**src/rtl/dma_bus_arbiter_pkg.sv**
```systemverilog
// Shared state encodings and constants for the CPU-side DMA bus arbiter.
package dma_bus_arbiter_pkg;

   // Bytes moved by one OAM DMA and the PPU register that receives them.
   localparam int unsigned OAM_LEN      = 256;
   localparam logic [15:0] OAMDATA_ADDR = 16'h2004;

   // OAM sequencer. PEND waits for a CPU read cycle before halting.
   typedef enum logic [2:0] {
      OAM_IDLE  = 3'd0,
      OAM_PEND  = 3'd1,
      OAM_HALT  = 3'd2,
      OAM_ALIGN = 3'd3,
      OAM_READ  = 3'd4,
      OAM_WRITE = 3'd5
   } oam_dma_state_t;

   // DMC sample fetcher.
   typedef enum logic [2:0] {
      DMC_IDLE  = 3'd0,
      DMC_HALT  = 3'd1,
      DMC_DUMMY = 3'd2,
      DMC_ALIGN = 3'd3,
      DMC_READ  = 3'd4
   } dmc_dma_state_t;

   // True while the OAM sequencer actually holds the CPU suspended.
   function automatic logic oam_holds_cpu(input oam_dma_state_t s);
      return (s != OAM_IDLE) && (s != OAM_PEND);
   endfunction

endpackage

```
**src/rtl/dma_bus_arbiter_dmc_fetch_fsm.sv**
```systemverilog
// DMC sample fetch sequencer. Requests a get-cycle bus slot from the
// arbiter and returns the fetched byte with a one-cycle acknowledge.
module dma_bus_arbiter_dmc_fetch_fsm (
   input  logic       clock,
   input  logic       reset_n,
   input  logic       cpu_clk_en,
   input  logic       cpu_cyc_par,
   input  logic       cpu_re,
   input  logic       dmc_req,
   input  logic       oam_active,
   input  logic       slot_grant,
   input  logic [7:0] mem_rd_data,
   output logic       slot_req,
   output logic       busy,
   output logic       dmc_ack,
   output logic [7:0] dmc_data
);
   import dma_bus_arbiter_pkg::*;

   dmc_dma_state_t state_q, state_d;
   logic           ack_q, ack_d;
   logic [7:0]     data_q, data_d;

   // Next-state: everything moves only on the CPU-rate enable.
   always_comb begin
      state_d = state_q;
      ack_d   = ack_q;
      data_d  = data_q;
      if (cpu_clk_en) begin
         ack_d = 1'b0;
         unique case (state_q)
            DMC_IDLE: begin
               // The ack cycle still sees the old request; do not refetch on it.
               if (dmc_req && !ack_q) begin
                  // With OAM already holding the CPU the halt/dummy cycles are
                  // absorbed, so go straight to waiting for a get slot.
                  if (oam_active)  state_d = DMC_READ;
                  else if (cpu_re) state_d = DMC_HALT;
               end
            end
            DMC_HALT:  state_d = DMC_DUMMY;
            DMC_DUMMY: state_d = cpu_cyc_par ? DMC_READ : DMC_ALIGN;
            DMC_ALIGN: state_d = DMC_READ;
            DMC_READ: begin
               if (slot_grant) begin
                  data_d  = mem_rd_data;
                  ack_d   = 1'b1;
                  state_d = DMC_IDLE;
               end
            end
            default: state_d = DMC_IDLE;
         endcase
      end
   end

   // State and output registers with synchronous active-low reset.
   always_ff @(posedge clock) begin
      if (!reset_n) begin
         state_q <= DMC_IDLE;
         ack_q   <= 1'b0;
         data_q  <= 8'h00;
      end else begin
         state_q <= state_d;
         ack_q   <= ack_d;
         data_q  <= data_d;
      end
   end

   assign slot_req = (state_q == DMC_READ);
   assign busy     = (state_q != DMC_IDLE);
   assign dmc_ack  = ack_q;
   assign dmc_data = data_q;

endmodule

```
**src/rtl/dma_bus_arbiter.sv**
```systemverilog
// CPU-side bus owner: sequences OAM DMA and DMC fetches, suspends the CPU
// while either holds the bus, and drives the single cpu_memory port.
module dma_bus_arbiter #(
   parameter int unsigned OAM_LEN      = dma_bus_arbiter_pkg::OAM_LEN,
   parameter logic [15:0] OAMDATA_ADDR = dma_bus_arbiter_pkg::OAMDATA_ADDR
) (
   input  logic        clock,
   input  logic        reset_n,
   input  logic        cpu_clk_en,
   input  logic        cpu_cyc_par,
   input  logic        oam_dma_start,
   input  logic [7:0]  oam_dma_page,
   input  logic        dmc_req,
   input  logic [15:0] dmc_addr,
   input  logic [15:0] cpu_addr,
   input  logic        cpu_re,
   input  logic [7:0]  mem_rd_data,
   output logic [15:0] mem_addr,
   output logic        mem_re,
   output logic        cpu_sus,
   output logic        oam_wr_en,
   output logic [7:0]  oam_wr_data,
   output logic        dmc_ack,
   output logic [7:0]  dmc_data,
   output logic        dma_busy
);
   import dma_bus_arbiter_pkg::*;

   localparam logic [7:0] LAST_CNT = 8'(OAM_LEN - 1);

   oam_dma_state_t oam_state_q, oam_state_d;
   logic [7:0]     page_q, page_d;
   logic [7:0]     cnt_q, cnt_d;
   logic [7:0]     oam_wr_data_q, oam_wr_data_d;

   logic           oam_active;
   logic           dmc_slot_req, dmc_slot_grant, dmc_busy;
   logic           oam_slot_grant;

   assign oam_active = oam_holds_cpu(oam_state_q);

   // Get (par=0) cycles are the only read slots; DMC wins any contested slot.
   assign dmc_slot_grant = dmc_slot_req && !cpu_cyc_par;
   assign oam_slot_grant = (oam_state_q == OAM_READ) && !cpu_cyc_par && !dmc_slot_req;

   dma_bus_arbiter_dmc_fetch_fsm u_dmc (
      .clock       (clock),
      .reset_n     (reset_n),
      .cpu_clk_en  (cpu_clk_en),
      .cpu_cyc_par (cpu_cyc_par),
      .cpu_re      (cpu_re),
      .dmc_req     (dmc_req),
      .oam_active  (oam_active),
      .slot_grant  (dmc_slot_grant),
      .mem_rd_data (mem_rd_data),
      .slot_req    (dmc_slot_req),
      .busy        (dmc_busy),
      .dmc_ack     (dmc_ack),
      .dmc_data    (dmc_data)
   );

   // OAM sequencer next-state: halt on a CPU read, align to a get cycle,
   // then alternate read/write until the last byte is written.
   always_comb begin
      oam_state_d   = oam_state_q;
      page_d        = page_q;
      cnt_d         = cnt_q;
      oam_wr_data_d = oam_wr_data_q;
      if (cpu_clk_en) begin
         unique case (oam_state_q)
            OAM_IDLE: begin
               if (oam_dma_start) begin
                  page_d      = oam_dma_page;
                  cnt_d       = 8'h00;
                  oam_state_d = cpu_re ? OAM_HALT : OAM_PEND;
               end
            end
            OAM_PEND:  if (cpu_re) oam_state_d = OAM_HALT;
            OAM_HALT:  oam_state_d = cpu_cyc_par ? OAM_READ : OAM_ALIGN;
            OAM_ALIGN: oam_state_d = OAM_READ;
            OAM_READ: begin
               // Holds here through put cycles and slots taken by the DMC.
               if (oam_slot_grant) begin
                  oam_wr_data_d = mem_rd_data;
                  oam_state_d   = OAM_WRITE;
               end
            end
            OAM_WRITE: begin
               cnt_d       = cnt_q + 8'd1;
               oam_state_d = (cnt_q == LAST_CNT) ? OAM_IDLE : OAM_READ;
            end
            default: oam_state_d = OAM_IDLE;
         endcase
      end
   end

   // OAM sequencer registers with synchronous active-low reset.
   always_ff @(posedge clock) begin
      if (!reset_n) begin
         oam_state_q   <= OAM_IDLE;
         page_q        <= 8'h00;
         cnt_q         <= 8'h00;
         oam_wr_data_q <= 8'h00;
      end else begin
         oam_state_q   <= oam_state_d;
         page_q        <= page_d;
         cnt_q         <= cnt_d;
         oam_wr_data_q <= oam_wr_data_d;
      end
   end

   // Bus mux: CPU pass-through unless a DMA sequencer is using the cycle.
   always_comb begin
      mem_addr = cpu_addr;
      mem_re   = cpu_re;
      if (dmc_slot_grant) begin
         mem_addr = dmc_addr;
         mem_re   = 1'b1;
      end else begin
         unique case (oam_state_q)
            OAM_ALIGN: mem_re = 1'b0;
            OAM_READ: begin
               mem_addr = {page_q, cnt_q};
               mem_re   = oam_slot_grant;
            end
            OAM_WRITE: begin
               mem_addr = OAMDATA_ADDR;
               mem_re   = 1'b0;
            end
            default: ;
         endcase
      end
   end

   assign oam_wr_en   = (oam_state_q == OAM_WRITE);
   assign oam_wr_data = oam_wr_data_q;
   assign cpu_sus     = oam_active || dmc_busy;
   assign dma_busy    = (oam_state_q != OAM_IDLE) || dmc_busy;

endmodule

```
**config.mk**
```make
export PLATFORM = sky130hd
export DESIGN_NAME = dma_bus_arbiter
export DESIGN_NICKNAME = d
export VERILOG_FILES = /design/src/rtl/dma_bus_arbiter_pkg.sv /design/src/rtl/dma_bus_arbiter_dmc_fetch_fsm.sv /design/src/rtl/dma_bus_arbiter.sv
export SDC_FILE = /design/constraint.sdc
export NUM_CORES = 1
export LEC_CHECK = 0
export BUFFER_PORTS_ARGS = -buffer_cell sky130_fd_sc_hd__buf_4
export CORE_UTILIZATION = 46
export CTS_CLUSTER_SIZE = 24
export DETAILED_ROUTE_END_ITERATION = 6
export PLACE_DENSITY = 0.76
export SLEW_MARGIN = 5
export SYNTH_ARGS = -nofsm -noshare
export SYNTH_HDL_FRONTEND = slang
export SYNTH_SLANG_ARGS = --single-unit
```
**constraint.sdc**
```tcl
create_clock -name clock -period 2.9 [get_ports clock]
set_clock_uncertainty 0.1 [all_clocks]
set_input_delay 0.58 -clock clock [delete_from_list [all_inputs] [get_ports clock]]
set_output_delay 0.58 -clock clock [all_outputs]
set_load 0.01 [all_outputs]
```
==> key figures <==
Synthesis
  • Post-synthesis share of cell area spent on full adders, half adders and majority gates: less than 1%
  • Nets in the synthesized netlist: ~340
  • Total of warnings raised by yosys: 0
  • Average cell area after synthesis: 7.86 um^2
  • Simple logic cell fraction of the synthesized area: between 20% and 30%
  • Synth cell types: 42
  • Synthesized-area fraction occupied by ao, oa, aoi and oai cells: about a fifth
  • Combinational family with the most area after synthesis: simple AND/OR/NAND/NOR gates
  • Flip-flop cell with the highest count after synthesis: sky130_fd_sc_hd__dfxtp_1
  • Number of flops mapped to enable cells by yosys: 0
  • Post-synthesis cell count: between 200 and 300
  • Portion of netlist area occupied by mux cells: slightly above 9%
  • Synth async-reset ratio: 0%
  • Netlist area before placement: about 2200 um^2
  • Portion of the post-synthesis area used by sequential elements: a little over a third
  • Synth Area in XOR/XNOR: under 10%
  • Number of synthesized register bits: 39

Cells and area
  • Storage cell area: slightly below 800 um^2
  • Most common library cell in the layout ignoring fill and taps: sky130_fd_sc_hd__buf_4
  • Commonest non-fill, non-tap cells in the layout: 97 x sky130_fd_sc_hd__buf_4, 39 x sky130_fd_sc_hd__dfxtp_1, 36 x sky130_fd_sc_hd__nand2_1
  • Final net count: around 420
  • Filler Cell Count: 401
  • Area of the multi-input gates: 1310 um^2
  • Diode insertion count for antenna repair: 0
  • Area growth from synthesis to layout: 36.4%
  • Proportion of layout cells with a drive suffix above 1: about a third

Die
  • Total core area: 4470 um^2
  • Area enclosed by the die boundary: 5060 um^2
  • Effective utilization at floorplan: between 40 and 50%
  • Die height: a little over 70 um
  • I/O pin count: 92
  • Site row count: 24
  • Die width: slightly above 70 um

Clocking
  • Total clock buffers created by CTS: 5
  • Cts-stage hold buffer count: 0
  • Clock-pin slew of the registers on the worst-case setup and hold paths: roughly 0.08 ns
  • Number of buffers added for setup after CTS: 0
  • Clock latency reported for the late side of the worst-skew pair: ~0.30 ns
  • Clock tree from TritonCTS: yes
  • Deepest clock path buffer count: 2
  • Htree depth: 2
  • Number of clock sinks seen by CTS: 39
  • Root buf cell: sky130_fd_sc_hd__clkbuf_8
  • Post-cts gate resize count: 0

Route
  • DR pass1 iterations: 6
  • Number of nets with antenna violations after detailed routing: 0
  • Number of design rule violations left after detail routing: 0
  • Via total after detailed routing: 2,237
  • Iteration-0 DRC Markers: 151
  • WL/cell: approximately 14 um
  • Total wire length: 5.74 mm
  • Via density per instance: around 5.4

Outcome
  • Outcome: finished, final reports clean

Hold path
  • Tightest Hold Check Type: register to register
  • Hold Path Depth: 2

Worst setup path
  • Data required, critical path: ~2.2 ns
  • Cells on worst reg2reg path: 4
  • Capture point of the worst reg-to-reg path: cnt_q[5]
  • Setup CP Type: register to output port
  • Reg2Reg Launch Point: oam_state_q[0]
  • Startpoint types: register
  • Kind of capture point of the worst setup path: output port
  • Reg-to-reg slack, setup: between 0.5 and 0.6 ns
  • CP startpoint: oam_state_q[0]
  • Worst endpoint data arrival time: ~1.9 ns
  • Endpoint of the worst setup timing path: mem_addr[15]
  • Maximum net fanout on the critical path: 31

Pwr
  • Leak Pwr: approximately 1.3 nW
  • Clock share of power: about a third
  • Total power: between 1 and 1.5 mW
  • Internal Power: 0.864 mW
  • Power dissipated by switching net loads: between 0.3 and 0.4 mW
  • Maximum resistive drop on vdd: ~350 uV
  • Logic gate share of total power: 18.7%
  • Switching fraction of total power: roughly 27%
  • Sequential cell fraction of total power: a little under half
  • Power Dens Cells: a little under 400 nW/um^2

GRT
  • Antenna violations before repair: 0
  • Number of global-route vias before repair: approximately 2,100
  • Remaining Overflow, GRT: 0
  • Global-route total usage across every layer: a little under a quarter
  • Pin count of the biggest net entering global routing: 32
  • Wire length of the first global-routing pass: about 9.6 mm

Timing
  • Slew headroom: 30.7%
  • Period minus WS final: 2.56 ns
  • Slew @ Worst Pin: ~1.0 ns
  • Setup repair after global routing missed its margin: no
  • Achievable frequency: between 300 and 400 MHz
  • Final Slew Violations: 0
  • Total of endpoints with negative setup slack in the final report: 0
  • Total negative slack for setup checks: 0 ns
  • Final Hold Vio Count: 0
  • Period utilization: around nine tenths

Placement
  • DP HPWL: roughly 4.2 mm
  • Input/output buffers: 91
  • Final weighted congestion in routability-driven placement: about 0.8

Flow run
  • Max-cap violations: 0
-- registers in the layout (all words and copies together), names as in the netlist --
register,flops
page_q,8
u_dmc.state_q,3
cnt_q,8
u_dmc.dmc_data,8
oam_wr_data,8
u_dmc.dmc_ack,1
oam_state_q,3
-- cells in the mapped netlist (3+ instances only) --
cell type / number / area share [%]
sky130_fd_sc_hd__buf_2: 5 / 1.1
sky130_fd_sc_hd__a2111oi_2: 4 / 2.7
sky130_fd_sc_hd__mux2i_1: 18 / 8.2
sky130_fd_sc_hd__xnor2_1: 6 / 2.4
sky130_fd_sc_hd__a211oi_1: 3 / 1.0
sky130_fd_sc_hd__a21oi_1: 28 / 6.4
sky130_fd_sc_hd__nand3_1: 12 / 2.7
sky130_fd_sc_hd__nand2b_1: 4 / 1.1
sky130_fd_sc_hd__nor2_2: 4 / 1.1
sky130_fd_sc_hd__inv_1: 5 / 0.85
sky130_fd_sc_hd__o21ai_0: 4 / 0.91
sky130_fd_sc_hd__nor2_1: 25 / 4.3
sky130_fd_sc_hd__nor3b_1: 14 / 4.8
sky130_fd_sc_hd__nor3_1: 6 / 1.4
sky130_fd_sc_hd__dfxtp_1: 39 / 35
sky130_fd_sc_hd__o21ai_1: 17 / 3.9
sky130_fd_sc_hd__nand2_1: 36 / 6.1
sky130_fd_sc_hd__clkbuf_1: 15 / 2.6
-- stage by stage --
stage / std cells / hold slack (ns) / area, um^2 / utilization [%] / worst slack [ns]
after floorplan: 280 / 0.355 / 2200 / - / 0.757
after detailed placement: 406 / 0.347 / 2900 / 64.8 / 0.608
after global routing: 414 / 0.376 / 3000 / 67.1 / 0.152
after global placement: 406 / 0.342 / 2900 / 64.8 / 0.622
after CTS: 414 / 0.358 / 3000 / 67.1 / 0.359
final: 414 / 0.354 / 3000 / 67.1 / 0.341
-- worst max-delay path, stage by stage (launching register included) --
cell,delay (ns)
sky130_fd_sc_hd__dfxtp_1,1.01
sky130_fd_sc_hd__nor3b_1,0.12
sky130_fd_sc_hd__a21oi_1,0.21
sky130_fd_sc_hd__o21ai_1,0.08
sky130_fd_sc_hd__buf_4,0.15
-- worst min path at each step --
stage,from,slack (ns),to
finish,u_dmc.dmc_data[3],0.35,u_dmc.dmc_data[3]
global route,u_dmc.dmc_data[3],0.38,u_dmc.dmc_data[3]
CTS,u_dmc.dmc_data[3],0.36,u_dmc.dmc_data[3]
detailed placement,u_dmc.dmc_data[3],0.35,u_dmc.dmc_data[3]
global placement,u_dmc.dmc_data[0],0.34,u_dmc.dmc_data[0]
floorplan,page_q[0],0.35,page_q[0]
-- per-layer routing --
metal | track usage (%) | wire length, um
met3 | 7.55 | 405
met5 | 0 | 0
met1 | 30.5 | 2540
met2 | 38.4 | 2720
met4 | 8.00 | 74
-- layout make-up --
cell class / count / share of cell area (%)
Tap cell: 52 / 2.17
Clock inverter: 2 / 0.542
Timing Repair Buffer: 97 / 24.3
Clock buffer: 6 / 2.75
Inverter: 5 / 0.626
Multi-Input combinational cell: 213 / 43.6
Sequential cell: 39 / 26.0
-- power by group through the flow --
stage	Clock (mW)	Combinational, mW	Sequential [mW]
final	0.400	0.222	0.568
after CTS	0.404	0.223	0.568
after detailed placement	0	0.222	0.581
after global routing	0.427	0.243	0.572
after global placement	0	0.220	0.580
after floorplan	0	0.125	0.564
-- cell families after synthesis --
family / count (synthesis)
flip-flops: 39
multiplexers: 20
XOR/XNOR: 6
adder cells (fa/ha/maj): 1
AND/OR/NAND/NOR: 116
AO/OA/AOI/OAI: 70
buffers and inverters: 28
Power figures use the tool's default switching activity.
